**src/rtl/cmp_unit_pipe.sv**
```systemverilog
// Two-stage pipelined comparator with val/rdy handshakes on both sides and a
// saturating count of consumed true results.
module cmp_unit_pipe #(
    parameter int NBITS    = 16,
    parameter int CNT_BITS = 8
) (
    input  logic                clk,
    input  logic                rst_n,
    input  logic                in_val,
    output logic                in_rdy,
    input  logic [NBITS-1:0]    in0,
    input  logic [NBITS-1:0]    in1,
    input  logic [2:0]          op,
    output logic                out_val,
    input  logic                out_rdy,
    output logic                result,
    output logic                out_eq,
    output logic                out_err,
    input  logic                count_clr,
    output logic [CNT_BITS-1:0] true_count
);

    typedef enum logic [2:0] {
        OP_EQ  = 3'b000,
        OP_NE  = 3'b001,
        OP_LT  = 3'b010,
        OP_GE  = 3'b011,
        OP_LTU = 3'b100,
        OP_GEU = 3'b101
    } cmp_op_e;

    localparam logic [CNT_BITS-1:0] CNT_MAX = '1;

    logic             a_val;
    logic [NBITS-1:0] a_in0;
    logic [NBITS-1:0] a_in1;
    logic [2:0]       a_op;

    logic b_adv;
    logic a_adv;
    logic a_eq;
    logic a_lts;
    logic a_ltu;
    logic a_rel;
    logic a_ill;

    // Stage B moves whenever its slot is empty or being consumed; stage A
    // moves into an empty B even under backpressure, collapsing bubbles.
    assign b_adv  = !out_val || out_rdy;
    assign a_adv  = !a_val || b_adv;
    assign in_rdy = a_adv;

    always_comb begin
        a_eq  = (a_in0 == a_in1);
        a_lts = ($signed(a_in0) < $signed(a_in1));
        a_ltu = (a_in0 < a_in1);
        a_rel = 1'b0;
        a_ill = 1'b0;
        case (a_op)
            OP_EQ:   a_rel = a_eq;
            OP_NE:   a_rel = !a_eq;
            OP_LT:   a_rel = a_lts;
            OP_GE:   a_rel = !a_lts;
            OP_LTU:  a_rel = a_ltu;
            OP_GEU:  a_rel = !a_ltu;
            default: a_ill = 1'b1;
        endcase
    end

    // Operand registers only load on an actual accept so idle inputs never leak in.
    always_ff @(posedge clk or negedge rst_n) begin
        if (!rst_n) begin
            a_val <= 1'b0;
            a_in0 <= '0;
            a_in1 <= '0;
            a_op  <= '0;
        end else if (a_adv) begin
            a_val <= in_val;
            if (in_val) begin
                a_in0 <= in0;
                a_in1 <= in1;
                a_op  <= op;
            end
        end
    end

    always_ff @(posedge clk or negedge rst_n) begin
        if (!rst_n) begin
            out_val <= 1'b0;
            result  <= 1'b0;
            out_eq  <= 1'b0;
            out_err <= 1'b0;
        end else if (b_adv) begin
            out_val <= a_val;
            if (a_val) begin
                result  <= a_rel;
                out_eq  <= a_eq;
                out_err <= a_ill;
            end
        end
    end

    // Clear takes priority over a coincident true consume.
    always_ff @(posedge clk or negedge rst_n) begin
        if (!rst_n) begin
            true_count <= '0;
        end else if (count_clr) begin
            true_count <= '0;
        end else if (out_val && out_rdy && result && (true_count != CNT_MAX)) begin
            true_count <= true_count + 1'b1;
        end
    end

endmodule

```
**config.mk**
```make
export PLATFORM = sky130hd
export DESIGN_NAME = cmp_unit_pipe
export DESIGN_NICKNAME = d
export VERILOG_FILES = /design/src/rtl/cmp_unit_pipe.sv
export SDC_FILE = /design/constraint.sdc
export NUM_CORES = 1
export LEC_CHECK = 0
export BUFFER_PORTS_ARGS = -buffer_cell sky130_fd_sc_hd__buf_2
export CORE_MARGIN = 5
export CORE_UTILIZATION = 54
export DETAILED_ROUTE_END_ITERATION = 10
export PLACE_DENSITY_LB_ADDON = 0.2
export SYNTH_ARGS = -nofsm -noshare
export SYNTH_HDL_FRONTEND = slang
export SYNTH_SLANG_ARGS = --single-unit
```
**constraint.sdc**
```tcl
create_clock -name clk -period 2.6 [get_ports clk]
set_clock_uncertainty 0.2 [all_clocks]
set_input_delay 0.52 -clock clk [delete_from_list [all_inputs] [get_ports clk]]
set_output_delay 0.52 -clock clk [all_outputs]
set_load 0.01 [all_outputs]
```
==> Word-level counts from Yosys, hierarchy flattened <==
Index checks and enable logic that the tools add are counted.
{ "word_totals": {"reg_bits": 48, "inputBits": 40} }
{ "op_classes": {"addsub": 1, "magnitude_cmp": 2, "eq_ne": 7, "muxes": 4, "n_reduce_logical": 15} }
{ "ops": {"columns": ["op", "count"], "rows": [
  ["$lt A16 B16 Y1", 2],
  ["$eq A16 B16 Y1", 1],
  ["$mux W8", 2],
  ["$add A8 B1 Y8 const B", 1],
  ["$ne A8 B8 Y1 const B", 1],
  ["$eq A3 B2 Y1 const B", 2],
  ["$eq A3 B3 Y1 const B", 2],
  ["$pmux W1 S6", 1],
  ["$reduce_or A6 Y1", 1],
  ["$logic_not A1 Y1", 5],
  ["$reduce_and A2 Y1", 2],
  ["$eq A3 B1 Y1 const B", 1],
  ["$logic_and A1 B1 Y1", 3],
  ["$logic_not A3 Y1", 1],
  ["$logic_or A1 B1 Y1", 2],
  ["$reduce_bool A2 Y1", 1],
  ["$mux W1", 1]
]} }

==> Depth between registers and ports, before layout <==
Gate-level depths: netlist of run 1.
{ "depth": {"depth_word": 5, "depth_mapped": 8, "ltp_nobuf": 8} }

==> Least setup slack after synthesis of run 1 <==
Ideal clock, no wire load.
{ "synth_timing": {"kind": "register to register", "from": "register a_in0[15]", "to": "register result", "arrival_ns": 1.917, "required_ns": 2.313, "setup_slack_ns": 0.397, "path_stages_with_launch": 7, "period_less_slack_ns": 2.203, "path_cell_list": "dfrtp_1 -> ha_1 -> nand4_2 -> or4_4 -> o21ai_2 -> or3b_1 -> o211ai_1"} }
{ "synth_between": {"elab_chain_cells": 3} }
{ "synth_rtl": {"columns": ["item", "line_no", "text"], "rows": [
  ["start, declared", "35", "logic [NBITS-1:0] a_in0;"],
  ["start signal, assigned", "80", "a_in0 <= in0;"],
  ["$lt A16 B16 Y1 (tied with other cells)", "56", "a_ltu = (a_in0 < a_in1);"],
  ["$logic_not A1 Y1, on equally long branches", "65, 61, 63", null],
  ["$pmux W1 S6 (*)", "59", "case (a_op)"],
  ["end signal, assigned", "96", "result <= a_rel;"],
  ["end, declared", "16", "output logic result,"]
]} }
Every way passes the cells marked *; elsewhere a longest branch is shown, timed or not.
A chain may end at the register's enable or synchronous reset.

==> Worst setup path after layout of run 1 <==
{ "layout_timing": {"from": "register a_in1[15]", "to": "register result"} }
{ "layout_between": {"elab_chain_cells": 3} }
{ "layout_rtl": {"columns": ["item", "line_no", "text"], "rows": [
  ["start, declared", "36", "logic [NBITS-1:0] a_in1;"],
  ["start signal, assigned", "81", "a_in1 <= in1;"],
  ["$lt A16 B16 Y1 (tied with other cells)", "56", null],
  ["$logic_not A1 Y1, on equally long branches", "65, 61, 63", null],
  ["$pmux W1 S6 (*)", "59", null]
]} }
Marks and branches as above.

==> results of run 1 <==
state kept, by name (all words and copies together), names as in the netlist:
register    flops
result          1
out_val         1
out_err         1
a_op            3
a_val           1
out_eq          1
true_count      8
a_in0          16
a_in1          16
synth_stat cells, types with 2 or more instances:
cell,instances,area [um2]
o31ai_1,2,15.0
dfrtp_1,48,1200
nand2b_1,2,12.5
ha_1,17,213
a21oi_1,9,45.0
nand2_1,13,48.8
o211ai_1,4,30.0
or3_1,2,12.5
mux2_2,35,394
nand4_1,9,56.3
nor2_1,8,30.0
inv_1,20,75.1
nor4_1,2,12.5
buf_2,3,15.0
o21ai_0,5,25.0
xor2_1,4,35.0
nor2b_1,2,12.5
critical path, stage by stage, from the launching register on:
cell	delay, ns
dfrtp_1	0.36
inv_1	0.04
ha_1	0.31
nand4_2	0.18
a2111oi_1	0.60
nor4_1	0.15
or3b_1	0.41
o211ai_1	0.09
worst min-delay path by stage:
stage | depth (start not counted) | slack (ns) | from | end
4_1_cts | 2 | 0.12 | rst_n | out_val
6_report | 2 | 0.11 | rst_n | a_op[1]
3_5_place_dp | 2 | 0.28 | out_eq | out_eq
5_1_grt | 2 | 0.16 | rst_n | true_count[0]
3_3_place_gp | 2 | 0.26 | out_err | out_err
2_1_floorplan | 0 | 0.02 | rst_n | a_in0[0]
power breakdown:
part / total (mW) / internal, mW / switching, mW
registers: 0.907 / 0.844 / 0.0624
logic: 0.438 / 0.222 / 0.217
clock network: 0.581 / 0.339 / 0.242
total: 1.93 / 1.41 / 0.521
routing by layer:
metal  track usage  wire length, um
met2         0.254             2050
met5             0                0
met1         0.195             1940
met3        0.0473              238
met4        0.0559               71
layout make-up:
| type | count | area [um2] |
|---|---|---|
| Fill cell | 357 | 1480 |
| Sequential cell | 48 | 1200 |
| Multi-Input combinational cell | 131 | 1090 |
| Timing Repair Buffer | 55 | 283 |
| Clock buffer | 7 | 96.3 |
| Inverter | 20 | 75.1 |
| Tap cell | 52 | 65.1 |
| Clock inverter | 1 | 30.0 |
cell families after synthesis:
family / count (synthesis) / share of synthesized area
and+or+nand+nor: 44 / 0.0991
buffers and inverters: 24 / 0.0393
xor gates and xnor gates: 5 / 0.0183
adders and majority gates: 17 / 0.0891
DFF: 48 / 0.503
AOI/OAI and AO/OA: 29 / 0.0818
muxes: 36 / 0.169
==> metrics.md, run 1 <==
| Metric | Value |
|---|---|
| Starting DRT DRC Count | `56` |
| Layout cells sized above 1 | `0.385` |
| Core area | `4320 um2` |
| R2R Path Start | `a_in1[15]` |
| Drt wl/cell | `13.7 um` |
| Reg2Reg Setup Slack | `0.19 ns` |
| Placed Cells | `306` |
| LEAKAGE | `1.40 nW` |
| DRT Wirelength | `4300 um` |
| Final RePlAce weighted congestion | `0.742` |
| Clock Pin Slew Worst Setup and Hold Paths | `0.09 ns` |
| Inserted Diodes | `0` |
| Sink Count | `48` |
| Mean Syn Cell Area | `11.8 um2` |
| CTS tree | `done` |
| Placement-stage cell area | `2720 um2` |
| Synth async-reset ratio | `1.00` |
| Post-Syn Instances | `203` |
| First-pass GRT wire length | `7600 um` |
| RSZ-0062 raised after global routing | `no` |
| I/O Pins | `53` |
| Nets | `318` |
| DRC Markers | `0` |
| Crit path max fanout | `5` |
| Final ANT Viol Nets | `0` |
| Layout area overhead | `19.1%` |
| Fin crit period | `2.41 ns` |
| DP HPWL | `3240 um` |
| Site row count | `24` |
| Max_slew headroom | `0.607` |
| Hold Slack | `0.106 ns` |
| Critical path type | `reg -> reg` |
| Synth warn | `0` |
| Slew @ Worst Pin | `0.590 ns` |
| Mapped Nets | `260` |
| Skew-Pair Late Insertion Delay | `0.30 ns` |
| Total GRT Usage | `0.156` |
| Final Cycle Share | `0.926` |
| Pin count of the biggest net entering global routing | `49` |
| Netlist Area Pre-Place | `2390 um2` |
| Max VDD drop | `0.391 mV` |
| Slew Viols, Final | `0` |
| Gr ovfl total | `0` |
| Initial antenna violation count | `0` |
| #FFs+latches synth | `48` |
| Setup repair bufs after CTS | `0` |
| Most frequent cells in the layout | `52 x buf_2, 48 x dfrtp_1, 35 x mux2_2, 20 x inv_1, 17 x ha_1` |
| Max Cap Violations | `0` |
| Die area | `5850 um2` |
| Final hold violation count | `0` |
| Via/cell ratio | `5.34` |
| Vias | `1678` |
| Max Clk Rate | `416 MHz` |
| Req. time, crit path | `2.63 ns` |
| Initial Util | `0.552` |
| CP Data Arrival Time | `2.43 ns` |
| Die height | `76.5 um` |
| Most common cell after layout, fill and taps aside | `buf_2` |
| Reg2Reg Depth | `7` |
| Post-route cell area | `2840 um2` |
| Worst slack at placement | `0.230 ns` |
| Utilization after layout | `0.657` |
| Cts hold-fix bufs | `0` |
| Pre-antenna DRT Iters | `4` |
| Vias in the first global route | `1745` |
| Power density over the cells | `678 nW/um2` |
| PnR worst setup slack | `0.193 ns` |
| CTS root buf | `clkbuf_8` |
| Synth cell types | `35` |
| Post-synthesis sequential area ratio | `0.503` |
| HP Class | `in -> async` |
| TNS Setup | `0 ns` |
| Clk buf depth | `2` |
| Setup crit end kind | `flip-flop` |
| Critical path launch point type | `flip-flop` |
| TritonCTS buffer count | `5` |
| Final std cells w/o fill | `314` |
| FF-to-FF End | `result` |
| Post-synth EDFFs | `0` |
| Port Buf Inserts | `52` |
| Total Power | `1.93 mW` |
| DIE WIDTH | `76.5 um` |
| CP Launch Point | `a_in1[15]` |
| # setup viols final | `0` |
| Top_reg_cell synth | `dfrtp_1` |
| Clock H-tree levels | `2` |
| Status | `finished, final reports clean` |
| Post-CTS Resized | `0` |
| Setup crit end | `result` |
No activity file was read; power rests on OpenSTA's default activity.
==> inputs of run 2 (changes only) <==
- CELL_PAD_IN_SITES_DETAIL_PLACEMENT: not set -> 2
- CELL_PAD_IN_SITES_GLOBAL_PLACEMENT: not set -> 2
- CORE_UTILIZATION: 54 -> 35
==> run 2 against run 1 <==
  * Non-clock buffer count did not move
  * Critical path depth fell by 1
  * Worst setup slack improved by 0.034 ns
  * Clock-buffer cell count fell by 1
  * Combinational power rose by 4.6%
  * Via count rose by 2.9%
  * Wire length rose by 27%
  * Register-to-register slack improved by 0.03 ns
  * Core utilization fell by 23 points
  * Die area rose by 47%
  * Cell count rose by 8.6%
  * Cell area rose by 0.13%
  * Critical path type unchanged
==> metrics.md, run 2 (synthesis gave the netlist of run 1 again) <==
| Metric | Value |
|---|---|
| Status | `finished, final reports clean` |
| DRT Wirelength | `5480 um (+27%)` |
| Clock Pin Slew Worst Setup and Hold Paths | `0.09 ns (about the same)` |
| Vias in the first global route | `1996 (+14%)` |
| First-pass GRT wire length | `9520 um (+25%)` |
| Starting DRT DRC Count | `25 (-55%)` |
| Core area | `6720 um2 (+55%)` |
| Inserted Diodes | `0 (unchanged)` |
| Port Buf Inserts | `52 (unchanged)` |
| Drt wl/cell | `16.1 um (+17%)` |
| Slew Viols, Final | `0 (unchanged)` |
| Setup crit end kind | `flip-flop` |
| Max Cap Violations | `0 (unchanged)` |
| Sink Count | `48 (unchanged)` |
| TNS Setup | `0 ns (unchanged)` |
| I/O Pins | `53 (unchanged)` |
| HP Class | `in -> async` |
| Critical path launch point type | `flip-flop` |
| Layout area overhead | `19.2%` |
| Site row count | `30 (+25%)` |
| Vias | `1726 (+2.9%)` |
| Crit path max fanout | `4 (-1)` |
| Max VDD drop | `0.296 mV (-24%)` |
| DRC Markers | `0 (unchanged)` |
| Layout cells sized above 1 | `0.383 (-0.00235)` |
| CP Data Arrival Time | `2.40 ns (-0.03 ns)` |
| Pin count of the biggest net entering global routing | `36 (-27%)` |
| Critical path type | `reg -> reg` |
| Most common cell after layout, fill and taps aside | `buf_2` |
| Final hold violation count | `0 (unchanged)` |
| CTS root buf | `clkbuf_8` |
| # setup viols final | `0 (unchanged)` |
| Nets | `318 (unchanged)` |
| DP HPWL | `4200 um (+29%)` |
| Top flop regs | `a_in0: 16 flops, a_in1: 16 flops, true_count: 8 flops` |
| Die area | `8570 um2 (+47%)` |
| Final ANT Viol Nets | `0 (unchanged)` |
| Final RePlAce weighted congestion | `0.721 (-2.8%)` |
| Hold Slack | `0.0857 ns (-0.0204 ns)` |
| Max_slew headroom | `0.489 (-0.118)` |
| TritonCTS buffer count | `5 (unchanged)` |
| Initial Util | `0.355 (-0.197)` |
| Setup repair bufs after CTS | `0 (unchanged)` |
| Req. time, crit path | `2.62 ns (about the same)` |
| Power density over the cells | `633 nW/um2 (-6.6%)` |
| Initial antenna violation count | `0 (unchanged)` |
| Final Cycle Share | `0.912 (-0.0132)` |
| Clock H-tree levels | `2 (unchanged)` |
| Most frequent cells in the layout | `52 x buf_2, 48 x dfrtp_1, 35 x mux2_2, 20 x inv_1, 17 x ha_1` |
| Total GRT Usage | `0.139 (-0.0172)` |
| Via/cell ratio | `5.06 (-5.3%)` |
| DIE WIDTH | `92.6 um (+21%)` |
| Skew-Pair Late Insertion Delay | `0.30 ns (about the same)` |
| Clk buf depth | `2 (unchanged)` |
| Gr ovfl total | `0 (unchanged)` |
| CTS tree | `done` |
| Max Clk Rate | `422 MHz (+1.4%)` |
| Slew @ Worst Pin | `0.766 ns (+0.176 ns)` |
| Die height | `92.6 um (+21%)` |
| LEAKAGE | `1.39 nW (-1.3%)` |
| Fin crit period | `2.37 ns (-0.0344 ns)` |
| RSZ-0062 raised after global routing | `no` |
| Pre-antenna DRT Iters | `3 (-1)` |
[run 2: layout make-up]
type	count	area, um2
repair buffers	55	295
fillers	723	3870
flip-flops and latches	48	1200
clock buffers	6	72.6
clock inverters	1	5.00
multi-input cells	131	1100
inverters	20	75.1
well taps	80	100
[run 2: timing repair]
item	CTS	global route
hold endpoints to repair	0	0
gates resized for setup	0	1
endpoints found under the setup margin	0	1
hold buffers	0	0
[run 2: worst paths after layout]
kind / from / to / slack, ns / depth (start not counted)
min in group clk: in_val / a_val / 0.23 / 2
max in group asynchronous: rst_n / a_in1[7] / 1.48 / 2
hold reg to reg: out_err / out_err / 0.30 / 2
setup reg to reg: a_in0[11] / result / 0.23 / 6
setup / recovery: a_in0[11] / result / 0.23 / 6
hold / removal: rst_n / a_op[1] / 0.09 / 1
[run 2: power breakdown]
group	total (mW)	switching (mW)	leakage (nW)	internal, mW
sequential	0.910	0.0660	0.581	0.844
combinational	0.458	0.231	0.764	0.227
clock	0.434	0.250	0.0410	0.184
total	1.80	0.547	1.39	1.25
[run 2: through the flow]
step                power [mW]  std cells   util  instance area (um2)  setup slack (ns)
floorplan                 1.22        203      -                 2390             0.397
global placement          1.37        334  0.411                 2760             0.230
detailed placement        1.39        334  0.411                 2760             0.198
CTS                       1.84        341  0.423                 2840             0.160
global route              1.94        341  0.424                 2850            0.0735
finish                    1.80        341  0.424                 2850             0.228
[run 2: per-layer routing]
| layer | track usage | part of all wire | up-vias |
|---|---|---|---|
| li1 | - | - | 830 |
| met1 | 0.169 | 0.44 | 855 |
| met2 | 0.242 | 0.51 | 34 |
| met3 | 0.0301 | 0.041 | 7 |
| met4 | 0.0483 | 0.014 | 0 |
| met5 | 0 | 0 | - |
[run 2: critical path, stage by stage, from the launching register on]
cell and delay [ns]:
dfrtp_1 0.39, ha_1 0.32, nand4_1 0.21, or4_4 0.59, o21ai_2 0.13, or3b_1 0.36
o211ai_1 0.08
==> inputs of run 3 (changes only) <==
--- a/config.mk
+++ b/config.mk
@@ -11,3 +11,4 @@
 export CORE_MARGIN = 5
-export CORE_UTILIZATION = 35
+export CORE_UTILIZATION = 36
+export CTS_BUF_LIST = sky130_fd_sc_hd__clkbuf_4 sky130_fd_sc_hd__clkbuf_8
 export DETAILED_ROUTE_END_ITERATION = 10
--- a/constraint.sdc
+++ b/constraint.sdc
@@ -4,2 +4,2 @@
 set_output_delay 0.52 -clock clk [all_outputs]
-set_load 0.01 [all_outputs]
+set_load 0.05 [all_outputs]
==> run 3 against run 2 <==
  * Worst setup slack got worse by 0.049 ns
  * Combinational power up 16%
  * Core utilization grew 2.6 points
  * Largest power group unchanged
  * Sequential power barely moved
  * Global-route usage rose by 0.21 points
  * Via count is 3.4% higher
  * Clock-buffer cell count unchanged
  * Cell area increased by 0.88%
  * Register-to-register slack worse by 0.05 ns
  * Non-clock buffer count is 2 higher
  * Wire length up 2.0%
==> metrics.md, run 3 (synthesis gave the netlist of run 1 again) <==
| Metric | Value |
|---|---|
| Slew @ Worst Pin | `0.475 ns (-0.291 ns)` |
| Fin crit period | `2.42 ns (+0.0486 ns)` |
| Final RePlAce weighted congestion | `0.744 (+3.2%)` |
| Max_slew headroom | `0.681 (+0.191)` |
| Layout cells sized above 1 | `0.390 (+0.00701)` |
| Max stage delay on crit path | `0.59 ns (about the same)` |
| Pin count of the biggest net entering global routing | `27 (-25%)` |
| Via/cell ratio | `5.23 (+3.4%)` |
| CP Data Arrival Time | `2.43 ns (+0.03 ns)` |
| Gr ovfl total | `0 (unchanged)` |
| Nets | `320 (+0.63%)` |
| Die area | `8360 um2 (-2.5%)` |
| Switching Share | `0.325 (+0.0213)` |
| Starting DRT DRC Count | `27 (+8.0%)` |
| Reg2Reg Depth | `6 (unchanged)` |
| Drt wl/cell | `16.4 um (+2.0%)` |
| Switching Power | `0.620 mW (+13%)` |
| Clock H-tree levels | `2 (unchanged)` |
| CTS root buf | `clkbuf_8` |
| Skew-Pair Late Insertion Delay | `0.30 ns (about the same)` |
| Clk buf depth | `2 (unchanged)` |
| Initial antenna violation count | `0 (unchanged)` |
| Critical path type | `reg -> reg` |
| DIE WIDTH | `91.4 um (-1.2%)` |
| Final hold violation count | `0 (unchanged)` |
| PnR worst setup slack | `0.179 ns (-0.0486 ns)` |
| Total GRT Usage | `0.141 (+0.00209)` |
| LEAKAGE | `1.40 nW (+0.85%)` |
| HP Class | `in -> reg` |
| Clock Pin Slew Worst Setup and Hold Paths | `0.09 ns (about the same)` |
| Most common cell after layout, fill and taps aside | `buf_2` |
| Top flop regs | `a_in0: 16 flops, a_in1: 16 flops, true_count: 8 flops` |
| Number of fill cells | `712 (-1.5%)` |
| Max Clk Rate | `413 MHz (-2.0%)` |
| Crit path max fanout | `4 (unchanged)` |
| Die height | `91.4 um (-1.2%)` |
| # setup viols final | `0 (unchanged)` |
| DP HPWL | `4440 um (+5.7%)` |
| Internal | `1.29 mW (+2.7%)` |
| Req. time, crit path | `2.61 ns (about the same)` |
| Setup repair bufs after CTS | `0 (unchanged)` |
| Comb pwr share | `0.278 (+0.024)` |
| Inserted Diodes | `0 (unchanged)` |
| Clock Power Share | `0.243 (+0.002)` |
| Final Cycle Share | `0.931 (+0.0187)` |
| Vias in the first global route | `2079 (+4.2%)` |
| CTS tree | `done` |
| Worst slack at placement | `0.152 ns (-0.0463 ns)` |
| DRT Wirelength | `5590 um (+2.0%)` |
| Min-Delay Path Depth | `2` |
| RSZ-0062 raised after global routing | `no` |
| TNS Setup | `0 ns (unchanged)` |
| Levels on crit path | `6 (unchanged)` |
| Sequential power share | `0.478 (-0.027)` |
| Crit-path cells | `ha_1 > nand4_1 > or4_4 > o21ai_2 > or3b_1 > o211ai_1` |
| TritonCTS buffer count | `5 (unchanged)` |
| Max VDD drop | `0.257 mV (-13%)` |
| Max Cap Violations | `0 (unchanged)` |
| Core area | `6390 um2 (-5.0%)` |
| Sink Count | `48 (unchanged)` |
| DRC Markers | `0 (unchanged)` |
| Slowest cell on crit path | `or4_4` |
| Register Area | `1200 um2 (unchanged)` |
| Crit-path leading delay family | `simple AND/OR/NAND/NOR gates` |
| Status | `finished, final reports clean` |
| Bufs and invs on worst path | `0 (unchanged)` |
| Site row count | `29 (-3.3%)` |
| Port Buf Inserts | `52 (unchanged)` |
| Pre-antenna DRT Iters | `4 (+1)` |
| Area taken by multi-input logic gates | `1110 um2 (+0.80%)` |
| Slew Viols, Final | `0 (unchanged)` |
| Vias | `1784 (+3.4%)` |
| Reg2Reg Setup Slack | `0.18 ns (-0.05 ns)` |
| Layout area overhead | `20.3%` |
| Most frequent cells in the layout | `52 x buf_2, 48 x dfrtp_1, 35 x mux2_2, 20 x inv_1, 17 x ha_1` |
| Power density over the cells | `665 nW/um2 (+5.0%)` |
| Final ANT Viol Nets | `0 (unchanged)` |
| Setup crit end kind | `flip-flop` |
| I/O Pins | `53 (unchanged)` |
| Critical path launch point type | `flip-flop` |
| First-pass GRT wire length | `9810 um (+3.1%)` |
| Initial Util | `0.374 (+0.0185)` |
[run 3: cell count changes in the layout (fill, tap and decap cells not counted)]
cell	previous run	this run
buf_4	2	4
buf_12	1	0
clkbuf_1	1	0
clkbuf_8	5	6
clkinv_2	1	2
dlygate4sd3_1	0	1
nand4_2	1	0
nand4_4	0	1
[run 3: repair_timing]
action                                  4_1_cts  5_1_grt
endpoints found under the setup margin        0        1
hold buffers                                  1        0
endpoints found under the hold margin         9        0
gates resized for setup                       0        2
[run 3: per-stage QoR]
stage                     total power, mW  utilization  std cells  hold WS, ns  area [um2]
after floorplan                      1.27            -        203       0.0244        2390
after global placement               1.42        0.431        332        0.204        2760
after detailed placement             1.45        0.431        332        0.208        2760
after CTS                            1.94        0.447        341        0.211        2860
after global routing                 2.05        0.450        341        0.210        2870
final                                1.91        0.450        341        0.220        2870
[run 3: final timing paths]
path / start / end
max: a_in0[11] / result
min: in_val / a_val
max reg2reg: a_in0[11] / result
min reg2reg: out_err / out_err
max in group asynchronous: rst_n / a_in1[11]
min in group asynchronous: rst_n / a_op[1]
[run 3: cell type report]
type | instances | share of cell area
well taps | 77 | 0.0336
repair buffers | 57 | 0.105
flip-flops and latches | 48 | 0.418
inverters | 20 | 0.0261
clock buffers | 6 | 0.0288
clock inverters | 2 | 0.00349
multi-input cells | 131 | 0.385
[run 3: power groups by stage]
stage | registers (mW) | logic, mW | clock network, mW
global route | 0.927 | 0.601 | 0.518
global placement | 0.920 | 0.499 | 0
floorplan | 0.961 | 0.312 | 0
CTS | 0.914 | 0.533 | 0.489
finish | 0.913 | 0.531 | 0.464
detailed placement | 0.929 | 0.521 | 0
[run 3: routing by layer]
layer  vias up  routed length (um)  global-route usage
li1        839                   -                   -
met1       905                2380               0.169
met2        34                2910               0.252
met3         6                 262              0.0347
met4         0                  39              0.0330
met5         -                   0                   0
